===== src/rtl/addsub_pkg.sv =====
`default_nettype none
// ============================================================================
// addsub_pkg -- op encodings, FSM states and slice width for addsub_sliced
// Rev 1.0
// ============================================================================
package addsub_pkg;

    localparam int SLICE = 4;

    typedef enum logic [1:0] {
        OP_ADD     = 2'b00,
        OP_SUB     = 2'b01,
        OP_ADD_SAT = 2'b10,
        OP_SUB_SAT = 2'b11
    } op_e;

    typedef enum logic [1:0] {
        S_IDLE = 2'd0,
        S_RUN  = 2'd1,
        S_DONE = 2'd2
    } state_e;

    function automatic logic op_is_sub(input logic [1:0] op);
        return (op == OP_SUB) || (op == OP_SUB_SAT);
    endfunction

    function automatic logic op_is_sat(input logic [1:0] op);
        return (op == OP_ADD_SAT) || (op == OP_SUB_SAT);
    endfunction

endpackage
`default_nettype wire


===== src/rtl/adder_slice.sv =====
`default_nettype none
// ============================================================================
// adder_slice -- W-bit ripple slice with carry in/out
// Rev 1.0
// ============================================================================
module adder_slice #(
    parameter int W = 4
) (
    input  logic [W-1:0] i_a,
    input  logic [W-1:0] i_b,
    input  logic         i_cin,
    output logic [W-1:0] o_sum,
    output logic         o_cout
);

    logic [W:0] w_total;

    assign w_total = {1'b0, i_a} + {1'b0, i_b} + {{W{1'b0}}, i_cin};
    assign o_sum   = w_total[W-1:0];
    assign o_cout  = w_total[W];

endmodule
`default_nettype wire


===== src/rtl/addsub_sliced.sv =====
`default_nettype none
// ============================================================================
// addsub_sliced -- serial add/sub, one 4-bit slice per cycle, optional saturation
// Rev 1.0
// ============================================================================
module addsub_sliced
    import addsub_pkg::*;
#(
    parameter int WIDTH = 16
) (
    input  logic             clk,
    input  logic             rst_n,
    input  logic             in_valid,
    output logic             in_ready,
    input  logic [1:0]       op,
    input  logic [WIDTH-1:0] a,
    input  logic [WIDTH-1:0] b,
    output logic             out_valid,
    input  logic             out_ready,
    output logic [WIDTH-1:0] result,
    output logic             flag_c,
    output logic             flag_v,
    output logic             flag_n,
    output logic             flag_z
);

    localparam int NSLICE  = WIDTH / SLICE;
    localparam int c_idx_w = (NSLICE > 1) ? $clog2(NSLICE) : 1;
    localparam logic [c_idx_w-1:0] c_last_idx = c_idx_w'(NSLICE - 1);
    localparam logic [WIDTH-1:0]   c_max_pos  = {1'b0, {(WIDTH-1){1'b1}}};
    localparam logic [WIDTH-1:0]   c_max_neg  = {1'b1, {(WIDTH-1){1'b0}}};

    state_e               r_state;
    logic [c_idx_w-1:0]   r_idx;
    logic                 r_carry;
    logic [WIDTH-1:0]     r_a;
    logic [WIDTH-1:0]     r_b;
    logic                 r_sat;
    logic [WIDTH-1:0]     r_res;
    logic                 r_in_ready;
    logic                 r_out_valid;
    logic                 r_flag_c;
    logic                 r_flag_v;
    logic                 r_flag_n;
    logic                 r_flag_z;

    logic [SLICE-1:0]     w_a_sl;
    logic [SLICE-1:0]     w_b_sl;
    logic [SLICE-1:0]     w_sum_sl;
    logic                 w_cout;
    logic [WIDTH-1:0]     w_raw;
    logic [WIDTH-1:0]     w_final;
    logic                 w_v;

    assign w_a_sl = r_a[int'(r_idx)*SLICE +: SLICE];
    assign w_b_sl = r_b[int'(r_idx)*SLICE +: SLICE];

    adder_slice #(.W(SLICE)) u_slice (
        .i_a    (w_a_sl),
        .i_b    (w_b_sl),
        .i_cin  (r_carry),
        .o_sum  (w_sum_sl),
        .o_cout (w_cout)
    );

    // r_b already holds the effective (possibly inverted) operand, so overflow
    // and saturation treat ADD and SUB identically.
    always_comb begin
        w_raw = r_res;
        w_raw[int'(r_idx)*SLICE +: SLICE] = w_sum_sl;
        w_v = (r_a[WIDTH-1] == r_b[WIDTH-1]) && (w_raw[WIDTH-1] != r_a[WIDTH-1]);
        w_final = w_raw;
        if (r_sat && w_v) begin
            w_final = r_a[WIDTH-1] ? c_max_neg : c_max_pos;
        end
    end

    always_ff @(posedge clk or negedge rst_n) begin
        if (!rst_n) begin
            r_state     <= S_IDLE;
            r_idx       <= '0;
            r_carry     <= 1'b0;
            r_a         <= '0;
            r_b         <= '0;
            r_sat       <= 1'b0;
            r_res       <= '0;
            r_in_ready  <= 1'b1;
            r_out_valid <= 1'b0;
            r_flag_c    <= 1'b0;
            r_flag_v    <= 1'b0;
            r_flag_n    <= 1'b0;
            r_flag_z    <= 1'b0;
        end else begin
            case (r_state)
                S_IDLE: begin
                    if (in_valid) begin
                        r_a        <= a;
                        r_b        <= op_is_sub(op) ? ~b : b;
                        r_carry    <= op_is_sub(op);
                        r_sat      <= op_is_sat(op);
                        r_idx      <= '0;
                        r_in_ready <= 1'b0;
                        r_state    <= S_RUN;
                    end
                end
                S_RUN: begin
                    r_carry <= w_cout;
                    if (r_idx == c_last_idx) begin
                        r_res       <= w_final;
                        r_flag_c    <= w_cout;
                        r_flag_v    <= w_v;
                        r_flag_n    <= w_final[WIDTH-1];
                        r_flag_z    <= (w_final == '0);
                        r_idx       <= '0;
                        r_out_valid <= 1'b1;
                        r_state     <= S_DONE;
                    end else begin
                        r_res <= w_raw;
                        r_idx <= r_idx + 1'b1;
                    end
                end
                S_DONE: begin
                    if (out_ready) begin
                        r_out_valid <= 1'b0;
                        r_in_ready  <= 1'b1;
                        r_state     <= S_IDLE;
                    end
                end
                default: begin
                    r_out_valid <= 1'b0;
                    r_in_ready  <= 1'b1;
                    r_state     <= S_IDLE;
                end
            endcase
        end
    end

    assign in_ready  = r_in_ready;
    assign out_valid = r_out_valid;
    assign result    = r_res;
    assign flag_c    = r_flag_c;
    assign flag_v    = r_flag_v;
    assign flag_n    = r_flag_n;
    assign flag_z    = r_flag_z;

endmodule
`default_nettype wire


===== config.mk =====
export PLATFORM = sky130hd
export DESIGN_NAME = addsub_sliced
export DESIGN_NICKNAME = d
export VERILOG_FILES = /design/src/rtl/addsub_pkg.sv /design/src/rtl/adder_slice.sv /design/src/rtl/addsub_sliced.sv
export SDC_FILE = /design/constraint.sdc
export NUM_CORES = 1
export LEC_CHECK = 0
export ABC_AREA = 1
export BUFFER_PORTS_ARGS = -buffer_cell sky130_fd_sc_hd__buf_4
export CAP_MARGIN = 20
export CORE_UTILIZATION = 45
export DETAILED_ROUTE_END_ITERATION = 10
export PLACE_DENSITY_LB_ADDON = 0.1
export SYNTH_ARGS = -nofsm -noshare
export SYNTH_HDL_FRONTEND = slang
export SYNTH_SLANG_ARGS = --single-unit

===== constraint.sdc =====
create_clock -name clk -period 3.45 [get_ports clk]
set_clock_uncertainty 0.1 [all_clocks]
set_input_delay 0.345 -clock clk [delete_from_list [all_inputs] [get_ports clk]]
set_output_delay 0.345 -clock clk [all_outputs]
set_load 0.02 [all_outputs]

; ---- Word level (Yosys, flattened, before mapping)
; Index checks and enable logic that the tools add are counted.
; W data, S select, Z words.
[word_totals]
register_bits = 60
output_inout_bits = 22
elab_cells = 68
[classes]
muxes = 20
add_sub_neg = 4
eq_ne = 11
shift = 4
reduce_logical = 13
bitwise_logic = 3
[op_table]
columns = op, n
row1 = $mux W16, 4
row2 = $neg A4 Y33, 1
row3 = $shift A4 B33 Y16 const A, 1
row4 = $shiftx A4 B33 Y16, 1
row5 = $shiftx A16 B5 Y4, 2
row6 = $bwmux W16, 1
row7 = $logic_not A16 Y1, 1
row8 = $not A16 Y16, 1
row9 = $mux W2, 5
row10 = $reduce_and A3 Y1, 3
row11 = $eq A2 B2 Y1 const B, 4
row12 = $ne A2 B2 Y1 const B, 3
row13 = $pmux W1 S3, 2
row14 = $pmux W2 S3, 1
row15 = $reduce_and A2 Y1, 3
row16 = $add A4 B4 Y5, 1
row17 = $add A5 B1 Y5, 1
row18 = $mux W1, 5
row19 = $eq A2 B1 Y1 const B, 2
row20 = $pmux W2 S2, 1
row21 = $add A2 B1 Y2 const B, 1
row22 = $logic_and A1 B1 Y1, 2
row23 = $logic_not A2 Y1, 1
row24 = $logic_or A1 B1 Y1, 2
row25 = 5 further kinds, 6

; ---- Logic depth before layout (Yosys ltp)
[logic_depth]
ltp_word = 10
ltp_mapped = 21
ltp_nobuf = 19

; ---- By module
; A second synthesis with hierarchy kept.
[hier_totals]
hier_cells = 426
area_unflattened_um2 = 3380.7
[modules_own_cells]
columns = module, cells_per_inst, seq_area_each_um2, area_per_inst_um2, instances
row1 = addsub_sliced, 401, 1502.7, 3215.6, 1
row2 = adder_slice, 25, 0.0, 165.2, 1

; ---- Least setup slack after synthesis
; No wires, ideal clock.
[synth_timing]
kind = reg-to-reg
startpoint = reg r_idx[0]
endpoint = reg r_flag_z (netlist: flag_z)
setup_time_ns = 0.117
slack_ns = 0.371
t_arrival_ns = 2.862
path_stages_with_launch = 18
path_buffers = 3
cell_sequence = dfrtp_1 buf_2 clkbuf_1 clkbuf_1 nor2_1 o22ai_1 fa_1 inv_1 fa_1 xor2_1 nor2_1 nand2_1 o21ai_0 o21ai_1 nand2_1 nor2_1 nand3_1 nand2_1
[synth_via]
elab_chain_cells = 10
elab_cells_between_ends = 15
[synth_rtl]
columns = item, line_no
row1 = start: declaration, addsub_sliced.sv:34  ; logic [c_idx_w-1:0] r_idx;
row2 = start signal: assignment, addsub_sliced.sv:119  ; r_idx <= r_idx + 1'b1;
row3 = "$shiftx A16 B5 Y4, on equally long branches", "addsub_sliced.sv:55, addsub_sliced.sv:56"
row4 = $add A4 B4 Y5, adder_slice.sv:18  ; assign w_total = {1'b0, i_a} + {1'b0, i_b} + {{W{1'b0}}, i_cin};
row5 = $add A5 B1 Y5, adder_slice.sv:18
row6 = $shiftx A4 B33 Y16, addsub_sliced.sv:70  ; w_raw[int'(r_idx)*SLICE +: SLICE] = w_sum_sl;
row7 = $bwmux W16, addsub_sliced.sv:70
row8 = $ne A1 B1 Y1, addsub_sliced.sv:71  ; w_v = (r_a[WIDTH-1] == r_b[WIDTH-1]) && (w_raw[WIDTH-1] != r_a[WIDTH-1]);
row9 = $logic_and A1 B1 Y1, addsub_sliced.sv:71
row10 = $logic_and A1 B1 Y1, addsub_sliced.sv:73  ; if (r_sat && w_v) begin
row11 = $mux W16, addsub_sliced.sv:73
row12 = $logic_not A16 Y1, addsub_sliced.sv:113  ; r_flag_z <= (w_final == '0);
row13 = end signal: assignment, addsub_sliced.sv:113
row14 = end: declaration, addsub_sliced.sv:45  ; logic r_flag_z;
; Several ways; a longest one is shown, not always the timed one.
; A chain may end at the register's enable or synchronous reset.

; ---- Final worst setup path
; Same ends and word-level chain as after synthesis.

==> results.toml <==
[clock_tree]
cts_buffers = 9
clock_sinks = 60
cts.path.max_buffers = 2
cts_tree = "done"
cts_root_buf = "clkbuf_8"
clk-insertion-delay-late_ns = 0.34
post_cts_buffers = 0
clk_pin_slew_ns = 0.07
htree_levels = 3

[synth]
ys_async_sr_fraction = 1.000
synth-seq-area-share = 0.4453
ys_seq_elements = 60
yosysUniqueCellTypes = 32
synth_ff_type = "dfrtp_1"
synth_edf_count = 0
syn_inst = 430
yosys_warnings = 0
synthesis.area_per_instance_um2 = 7.848
syn_area_um2 = 3374
synth_nets = 479

[outcome]
status = "complete, no violations"

[critical_path]
setup.worst_path.start_class = "register"
crit_slowest_cell = "dfrtp_1"
arrival_ns = 3.32
crit_type = "reg -> reg"
cp_cell_sequence = "buf_6 -> o21ai_0 -> o22ai_1 -> fa_1 -> inv_1 -> fa_1 -> xor2_1 -> nor2_1 -> nand2_1 -> o21ai_0 -> nand2_1 -> nand3_1 -> nor2_1 -> nand3_1 -> nand2_1"
crit_buf_inv = 2
path_max_fanout = 27
cp-end-kind = "register"
slowest_delay_ns = 0.46
required_ns = 3.58
critical_path.top_delay_family = "simple AND/OR/NAND/NOR gates"
cpMostUsedCell = "nand2_1"

[routing]
first_iter_violations = 162
routed-via-count = 3063
drcViolationCount = 0
wl_per_cell_um = 14.07
firstDrtPassIters = 6
ant_nets = 0
drt_wl_total_um = 8303
via_per_inst = 5.192

[layout]
drive_gt1_frac = 0.1833
diodes = 0
fin_nets = 535
utilization = 0.5649
area_delta_synth_final_pct = 21.43

[pwr]
p_leak_uw = 0.002033
peakVddDrop_v = 0.0004742
power.density_nw_per_um2 = 1010

[global_route]
grt_max_degree = 61
grt_pass1_wl_um = 13180
antenna_found_initial = 0
gr-total-overflow = 0
grt_usage = 0.2225
grt_pass1_vias = 2766

[sta]
tns_ns = 0
tightest_slew_ns = 0.7472
setup_slack_ns = 0.2647
setup_viol = 0
fin_crit_ns = 3.185
rsz0062_at_grt = "false"
hold_ws_ns = 0.09048
drv_slew = 0
slew_headroom = 0.5019
period_share = 0.9233
timing.fmax_mhz = 313.9
finalHoldViolCount = 0

[die]
ios = 60
coreArea_um2 = 7253
die_w_um = 88.60
die_area_um2 = 7849
start_util = 0.4652
die-height_um = 88.60
rows = 31

[hold_path]
min_path_type = "in -> reg"

[placed_design]
place_ws_ns = 0.1411
port-buffer-count = 59
dp.final_hpwl_um = 5839
gp_congestion = 0.9030

[job]
drv_cap = 0
-- area by class of cell --
type | count | area (µm²)
clock buffers | 12 | 165.2
clock inverters | 4 | 22.52
fillers | 711 | 3156
inverters | 37 | 146.4
multi-input cells | 313 | 1644
flip-flops and latches | 60 | 1504
well taps | 99 | 123.9
repair buffers | 64 | 486.7
repair inverters | 1 | 5.005
-- final timing paths --
path | from | end | slack, ns | cells after the start
setup / recovery | r_idx[0]$_DFFE_PN0P_ | flag_z$_DFFE_PN0P_ | 0.26 | 15
max in group asynchronous | rst_n | r_idx[1]$_DFFE_PN0P_ | 2.20 | 2
min in group asynchronous | rst_n | result[8]$_DFFE_PN0P_ | 0.52 | 2
hold reg to reg | in_ready$_DFFE_PN1P_ | in_ready$_DFFE_PN1P_ | 0.37 | 2
setup reg to reg | r_idx[0]$_DFFE_PN0P_ | flag_z$_DFFE_PN0P_ | 0.26 | 15
hold / removal | a[9] | r_a[9]$_DFFE_PN0P_ | 0.09 | 3
-- registers in the layout (all words and copies together), names as in the netlist, 2 cells and up --
name / flops
r_a: 16
r_b: 16
r_idx: 2
r_state: 2
result: 16
-- worst register-to-register path: cells and delay by family (launching register included) --
| family | cells | cell delay [ns] |
|---|---|---|
| DFF | 1 | 0.46 |
| buffers and inverters | 2 | 0.31 |
| and+or+nand+nor | 7 | 0.68 |
| xor gates and xnor gates | 1 | 0.21 |
| AOI/OAI and AO/OA | 3 | 0.66 |
| adders and majority gates | 2 | 0.67 |
-- what timing repair did --
action / CTS / global route
endpoints found under the setup margin: 0 / 15
hold endpoints to repair: 10 / 0
hold buffers: 1 / 0
resized for setup: 0 / 5
-- metal layers --
metal,wire [µm],track usage
met3,428,0.05784
met1,3798,0.2939
met2,3913,0.3517
met5,0,0
met4,163,0.08358
-- power breakdown --
part / internal (µW) / switching, µW
combinational: 826 / 1460
sequential: 1010 / 239
clock: 315 / 281
total: 2150 / 1990
-- per-stage QoR --
step           total power (µW)  cells  cell area, µm²
5_1_grt                    4511    590            4098
3_3_place_gp               3476    572            3882
6_report                   4139    590            4098
2_1_floorplan              2832    430            3374
4_1_cts                    4116    589            4080
3_5_place_dp               3507    572            3882
-- cells in the final DEF (no fill, tap or decap), types with 3 or more instances in the layout --
master	n
nand2_1	142
buf_4	62
dfrtp_1	58
o21ai_0	38
inv_1	33
nor2_1	24
xnor2_1	16
nand3_1	14
clkbuf_8	12
o22ai_1	11
o211ai_1	9
a21boi_0	9
ha_1	9
o21ai_1	8
a21oi_1	6
a22oi_1	5
nand2_2	4
a22o_1	4
clkinvlp_4	3
clkinv_2	3
-- cells in the mapped netlist (2+ instances only) --
master,count,share of area
nor3_1,2,0.0030
a22o_1,4,0.010
nand2_1,142,0.16
clkinv_1,2,0.0022
clkbuf_1,14,0.016
a21boi_0,9,0.020
nand2_2,4,0.0074
inv_1,34,0.038
xnor2_1,16,0.042
o21ai_0,39,0.058
nor2_1,24,0.027
o21ai_1,7,0.010
a21oi_1,6,0.0089
o211ai_1,9,0.020
o22ai_1,11,0.020
buf_2,5,0.0074
a32oi_1,2,0.0052
nand3_1,14,0.021
ha_1,9,0.033
fa_1,2,0.012
o31ai_1,2,0.0044
dfrtp_1,59,0.44
a22oi_1,5,0.011
-- kinds of logic (layout without fill, tap and decap cells) --
family	Yosys count	after routing	share of synthesized area
compound gates	97	97	0.1765
xor+xnor	17	17	0.04412
fa+ha+maj	11	11	0.04524
buf+inv	57	118	0.06748
flops	60	60	0.4453
simple gates	188	188	0.2214
(Power assumes the default switching activity.)
